$ cat src/rtl/stack_memory_if.sv
// Operand/result bundle between the stack machine datapath and its stack storage.
interface stack_memory_if #(
    parameter int unsigned REG_BITS  = 32,
    parameter int unsigned DEPTH     = 16,
    parameter int unsigned ADDR_BITS = $clog2(DEPTH)
);
    logic [REG_BITS-1:0]  SP_in;
    logic [1:0]           StackUpdateMode;
    logic                 WriteEn;
    logic [REG_BITS-1:0]  WriteData;
    logic [REG_BITS-1:0]  TOS;
    logic [REG_BITS-1:0]  NOS;
    logic                 StackFault;
    logic [1:0]           FaultCode;
    logic [ADDR_BITS:0]   HighWater;

    modport master (
        output SP_in, StackUpdateMode, WriteEn, WriteData,
        input  TOS, NOS, StackFault, FaultCode, HighWater
    );

    modport slave (
        input  SP_in, StackUpdateMode, WriteEn, WriteData,
        output TOS, NOS, StackFault, FaultCode, HighWater
    );
endinterface

$ cat src/rtl/stack_memory.sv
// Data-stack storage: combinational TOS/NOS reads, mode-addressed write, sticky fault, high-water.
// Bounds checking and write suppression are built only with STACK_BOUNDS_CHECK_EN defined.
module stack_memory #(
    parameter int unsigned REG_BITS  = 32,
    parameter int unsigned DEPTH     = 16,
    localparam int unsigned ADDR_BITS = $clog2(DEPTH)
) (
    input  logic          clk,
    input  logic          reset,
    stack_memory_if.slave bus
);

    localparam logic [1:0] ModeUnary  = 2'b00;
    localparam logic [1:0] ModePush   = 2'b01;
    localparam logic [1:0] ModePop2   = 2'b10;
    localparam logic [1:0] ModeBinary = 2'b11;

    typedef logic [ADDR_BITS-1:0] idx_t;

    logic [REG_BITS-1:0] mem_q [DEPTH];
    logic [ADDR_BITS:0]  hw_q;
    logic [REG_BITS-1:0] sp;
    logic [1:0]          mode;
    idx_t                tos_idx;
    idx_t                nos_idx;
    idx_t                wr_idx;
    logic                write_req;
    logic                wr_en;
    logic [ADDR_BITS:0]  sp_lo;

    assign sp        = bus.SP_in;
    assign mode      = bus.StackUpdateMode;
    assign tos_idx   = sp[ADDR_BITS-1:0] - idx_t'(1);
    assign nos_idx   = sp[ADDR_BITS-1:0] - idx_t'(2);
    assign sp_lo     = sp[ADDR_BITS:0];
    assign write_req = bus.WriteEn && (mode != ModePop2);

    always_comb begin
        wr_idx = sp[ADDR_BITS-1:0];
        case (mode)
            ModeUnary:  wr_idx = tos_idx;
            ModeBinary: wr_idx = nos_idx;
            default:    wr_idx = sp[ADDR_BITS-1:0];
        endcase
    end

`ifdef STACK_BOUNDS_CHECK_EN
    localparam logic [REG_BITS-1:0] DepthW = REG_BITS'(DEPTH);

    logic       overflow;
    logic       underflow;
    logic       fault_now;
    logic       fault_q;
    logic [1:0] code_q;

    always_comb begin
        overflow  = (sp > DepthW) || ((sp == DepthW) && (mode == ModePush));
        underflow = 1'b0;
        case (mode)
            ModeUnary: underflow = (sp < REG_BITS'(1));
            ModePush:  underflow = 1'b0;
            default:   underflow = (sp < REG_BITS'(2));
        endcase
    end

    assign fault_now = overflow || underflow;
    assign wr_en     = write_req && !fault_now;

    assign bus.TOS        = (sp >= REG_BITS'(1)) ? mem_q[tos_idx] : '0;
    assign bus.NOS        = (sp >= REG_BITS'(2)) ? mem_q[nos_idx] : '0;
    assign bus.StackFault = fault_q;
    assign bus.FaultCode  = code_q;

    // Only the first fault is recorded; later ones leave the code alone.
    always_ff @(posedge clk or posedge reset) begin
        if (reset) begin
            fault_q <= 1'b0;
            code_q  <= 2'b00;
        end else if (!fault_q && fault_now) begin
            fault_q <= 1'b1;
            code_q  <= overflow ? 2'b01 : 2'b10;
        end
    end
`else
    logic unused_sp_hi;

    assign unused_sp_hi   = ^sp[REG_BITS-1:ADDR_BITS+1];
    assign wr_en          = write_req;
    assign bus.TOS        = mem_q[tos_idx];
    assign bus.NOS        = mem_q[nos_idx];
    assign bus.StackFault = 1'b0;
    assign bus.FaultCode  = 2'b00;
`endif

    always_ff @(posedge clk or posedge reset) begin
        if (reset) begin
            for (int i = 0; i < int'(DEPTH); i++) begin
                mem_q[i] <= '0;
            end
        end else if (wr_en) begin
            mem_q[wr_idx] <= bus.WriteData;
        end
    end

    always_ff @(posedge clk or posedge reset) begin
        if (reset) begin
            hw_q <= '0;
        end else if (sp_lo > hw_q) begin
            hw_q <= sp_lo;
        end
    end

    assign bus.HighWater = hw_q;

endmodule

$ cat src/flat_wrapper.sv
// flat-port wrapper written by rule: the top's interface ports become plain ports
module stack_memory_flat 
#(
    parameter int unsigned REG_BITS  = 32,
    parameter int unsigned DEPTH     = 16,
    localparam int unsigned ADDR_BITS = $clog2(DEPTH)
)
  (clk, reset, bus_SP_in, bus_StackUpdateMode, bus_WriteEn, bus_WriteData, bus_TOS, bus_NOS, bus_StackFault, bus_FaultCode, bus_HighWater);
  stack_memory_if #(.REG_BITS(REG_BITS), .DEPTH(DEPTH)) bus_i ();
  input  logic clk;
  input  logic reset;
  input wire logic [$bits(bus_i.SP_in)-1:0] bus_SP_in;
  input wire logic [$bits(bus_i.StackUpdateMode)-1:0] bus_StackUpdateMode;
  input wire logic [$bits(bus_i.WriteEn)-1:0] bus_WriteEn;
  input wire logic [$bits(bus_i.WriteData)-1:0] bus_WriteData;
  output wire logic [$bits(bus_i.TOS)-1:0] bus_TOS;
  output wire logic [$bits(bus_i.NOS)-1:0] bus_NOS;
  output wire logic [$bits(bus_i.StackFault)-1:0] bus_StackFault;
  output wire logic [$bits(bus_i.FaultCode)-1:0] bus_FaultCode;
  output wire logic [$bits(bus_i.HighWater)-1:0] bus_HighWater;
  assign bus_i.SP_in = bus_SP_in;
  assign bus_i.StackUpdateMode = bus_StackUpdateMode;
  assign bus_i.WriteEn = bus_WriteEn;
  assign bus_i.WriteData = bus_WriteData;
  assign bus_TOS = bus_i.TOS;
  assign bus_NOS = bus_i.NOS;
  assign bus_StackFault = bus_i.StackFault;
  assign bus_FaultCode = bus_i.FaultCode;
  assign bus_HighWater = bus_i.HighWater;
  stack_memory #(.REG_BITS(REG_BITS), .DEPTH(DEPTH)) u_core (.clk(clk), .reset(reset), .bus(bus_i));
endmodule
$ cat config.mk
export PLATFORM = sky130hd
export DESIGN_NAME = stack_memory_flat
export DESIGN_NICKNAME = d
export VERILOG_FILES = /design/src/rtl/stack_memory_if.sv /design/src/rtl/stack_memory.sv /design/src/flat_wrapper.sv
export SDC_FILE = /design/constraint.sdc
export NUM_CORES = 1
export LEC_CHECK = 0
export CAP_MARGIN = 10
export CORE_MARGIN = 2
export CORE_UTILIZATION = 55
export CTS_CLUSTER_SIZE = 12
export DETAILED_ROUTE_END_ITERATION = 6
export DONT_BUFFER_PORTS = 1
export GPL_TIMING_DRIVEN = 0
export PLACE_DENSITY = 0.81
export SYNTH_ARGS = -nofsm -noshare
export SYNTH_HDL_FRONTEND = slang
export SYNTH_SLANG_ARGS = --single-unit
$ cat constraint.sdc
create_clock -name clk -period 17.4 [get_ports clk]
set_input_delay 3.48 -clock clk [delete_from_list [all_inputs] [get_ports clk]]
set_output_delay 3.48 -clock clk [all_outputs]
set_load 0.02 [all_outputs]
==> summary.txt <==
Synthesis
  – Mapped cell area: 27400 um2
  – #FFs+latches synth: 517
  – Share of the synthesized area in the top cell type: 47.2%
  – Cells after synthesis: 1593
  – Most common flop cell mapped by yosys: dfrtp_1
  – Main area contributors after synthesis: dfrtp_1 (47%), mux4_2 (26%), mux2_2 (20%)
  – Cell type contributing the most total cell area after synthesis: dfrtp_1
  – Number of synthesis warnings: 0
  – Avg Inst Size Synth: 17.2 um2
  – Async set-reset flop share out of synthesis: 100%
  – Register area share after synthesis: 47.2%
  – Yosys cell types: slightly above 40
  – Number of enable-type register cells in the synthesized netlist: 0

STA
  – Count of pins over their slew limit: 0
  – Hold Slack: 510 ps
  – Max Clock Skew: about 1.2 ps
  – Highest achievable clock rate: 81.0 MHz
  – RSZ-0062 raised after global routing: false
  – Hold violation total from the final report: 0
  – Final sum of negative setup slack: 0 ps
  – Shortest clock period the worst path allows after layout: 12350 ps
  – Worst Tran Pin Value: 1190 ps
  – Relative slew slack: approximately a fifth
  – Setup violators final: 0
  – Fin crit share: 71.0%

GRT
  – Largest net degree at the start of global routing: 45
  – Antenna violations before repair: 1
  – Vias in the first global route: around 18000
  – First-pass GRT wire length: about 120000 um
  – GR Util All Layers: 30.9%
  – Total grt overflow: 0

Power and ir drop
  – Internal portion of total power: 0.00324 W
  – Sw power: between 0.001 and 0.0015 W
  – Logic gate share of total power: 31.3%
  – Sequential power share: 43.7%
  – Clk network pwr share: 25.0%
  – Peak VDD IR: 0.0000813 V
  – Cell leakage power: between 10 and 15 nW
  – Pwr per Cell Area: 154 nW/um2
  – Switching part of the total power: 30.5%

Routing
  – Routed wire length: 76700 um
  – Detailed router's first-iteration violation count: around 1700
  – Post-detailed-route wirelength per cell: 32.3 um
  – DR vias: about 17000
  – Via density per instance: 7.02
  – Antenna Violating Nets Remaining: 0
  – Length of the first detailed-routing pass in iterations: 6
  – Number of DRC violations after detailed routing: 0

CTS
  – Clock tree from TritonCTS: built
  – H-tree depth reported by CTS: 2
  – Number of buffers created by CTS: between 50 and 60
  – Clock latency at the later pin of the worst-skew pair: 600 ps
  – Quantity of hold-fixing buffers added after cts: 0
  – Clock root buffer master: clkbuf_16
  – Buffer depth of the longest clock path: 3
  – Clock sink count: 517
  – Cts repair resizes: 0
  – Post-CTS clock slew at the launch and capture registers of the worst setup and hold paths: 60 ps
  – Count of buffers added by post-CTS timing repair for setup: 0

Worst setup path
  – Critical R2R Launch: u_core.bus.HighWater[1]$_DFFE_PP0N_
  – Worst setup path category: in2out
  – Worst path required time: about 14000 ps
  – CP startpoint kind: input port
  – Arrival time worst endpoint: 8870 ps
  – Number of cells on the worst reg-to-reg path: 7
  – Maximum fanout encountered on the critical timing path: 10
  – Capturing point of the worst reg2reg path: u_core.bus.HighWater[3]$_DFFE_PP0N_
  – Crit. End Element: primary output
  – R2R Setup Slk: 15180 ps

Outcome
  – Status: complete, no violations

Worst hold path
  – End point of the most critical hold path: u_core.mem_q[474]$_DFFE_PP0P_
  – Number of cells traversed by the worst hold path: 1
  – Worst hold path type: reg2reg
  – Origin of the worst min-delay path: u_core.mem_q[474]$_DFFE_PP0P_

Floorplan
  – Initial Utilization: 55.9%
  – Total core area: 49100 um2
  – Die footprint: 51600 um2
  – Die X: between 200 and 250 um
  – Number of placement rows: 81
  – Height of the die: between 200 and 250 um
  – Ports placed on the boundary: ~140

Placed design
  – Placement Cell Area: 28500 um2
  – Port Buf Inserts: 0
  – Gp weighted congestion: roughly 0.88
  – Detailed placer's ending HPWL: 51000 um

Cells and area
  – Layout cells sized above 1: 58.0%
  – Fillcell total: approximately 3500
  – Layout Cell Area excl Fill: 30400 um2
  – Layout overhead on the synthesized area: 10.9%
  – Number of diodes: 0
  – Register area: about 13000 um2
  – Multi-input logic area: approximately 14000 um2
  – Post-layout nets: 1753

Run
  – Maxcap violations: 0
## flip-flops by register name, indices dropped and copies added, names as in the netlist
name,flops
u_core.bus.HighWater,5
u_core.mem_q,512
## layer usage
layer  up-vias  GRT usage [%]  wire length, um
met5         -           2.28              160
met4         4           15.5             3950
met3       221           8.63             7460
met2       893           47.9            36700
met1      9131           40.3            28500
li1       6446              -                -
## power groups by stage
| stage | registers [W] | logic, W | clock network [W] |
|---|---|---|---|
| floorplan | 0.00192 | 0.00120 | 0 |
| global route | 0.00209 | 0.00154 | 0.00123 |
| finish | 0.00204 | 0.00146 | 0.00116 |
| global placement | 0.00198 | 0.00140 | 0 |
| CTS | 0.00202 | 0.00146 | 0.00117 |
| detailed placement | 0.00204 | 0.00145 | 0 |
## worst max-delay path: stages
cell and delay [ps]:
buf_2 190, buf_2 340, buf_2 390, buf_1 730, inv_1 240, ha_1 410
buf_2 380, buf_1 840, clkbuf_1 810, mux4_2 430, mux4_2 600
## worst max-delay path by stage
stage	start	to	slack (ps)	cells after the start
3_5_place_dp	bus_SP_in[0]	bus_TOS[10]	5060	11
4_1_cts	bus_SP_in[0]	bus_TOS[10]	5060	11
3_3_place_gp	reset	u_core.mem_q[368]$_DFFE_PP0P_	4530	1
5_1_grt	bus_SP_in[0]	bus_TOS[2]	4910	11
6_report	bus_SP_in[0]	bus_TOS[9]	5050	11
2_1_floorplan	reset	u_core.bus.HighWater[0]$_DFFE_PP0N_	6900	1
## Yosys cell counts (all sizes together) (2+ instances only)
library cell / instances
a21bo: 2
inv: 10
buf: 70
nor2b: 6
dfrtp: 517
mux4: 320
mux2: 516
nor3b: 3
mux2i: 2
nand2b: 2
o21ai: 4
nor4: 2
nor2: 4
or3b: 2
clkbuf: 86
nor3: 6
nand2: 8
ha: 11
xor2: 2
nand3: 5
nand4: 4
## layout by cell type, fill, tap and decap left out, types with 2 or more instances in the layout
cell type,instances
buf_6,7
or3b_1,2
inv_6,3
mux2_2,480
xor2_1,2
nor3_2,6
clkbuf_16,55
buf_4,7
nand3_1,4
clkbuf_1,100
nor2_1,4
mux2_1,5
bufinv_16,2
nor3b_1,2
clkbuf_8,14
buf_2,32
nand4_1,4
buf_1,26
buf_8,6
a21bo_2,2
buf_12,13
nand2_1,8
nand2b_1,2
mux4_2,320
mux2i_1,2
o21ai_0,3
ha_1,11
conb_1,3
dfrtp_1,517
inv_1,9
mux2_4,31
clkinv_2,9
nor2b_1,6
## cells by family after synthesis
group	share of synthesized area [%]
AOI/OAI and AO/OA	0.352
xor gates and xnor gates	0.0959
adders and majority gates	0.502
buffers and inverters	2.65
DFF	47.2
muxes	48.0
other	0.0137
and+or+nand+nor	1.16
## stage by stage
stage / utilization, % / power, W / worst slack, ps / std cells
detailed placement: 58.2 / 0.00349 / 5060 / 2274
floorplan: - / 0.00312 / 6900 / 1595
finish: 61.9 / 0.00466 / 5050 / 2378
global placement: 57.6 / 0.00338 / 4530 / 2259
CTS: 61.8 / 0.00466 / 5060 / 2372
global route: 61.9 / 0.00486 / 4910 / 2378
## cell type report
type,count,area share (%)
inverters,10,0.136
multi-input cells,912,45.2
plain buffers,156,2.27
well taps,664,2.73
clock buffers,83,5.34
repair buffers,21,1.23
flip-flops and latches,517,42.6
clock inverters,15,0.461
Power figures use the tool's default switching activity.
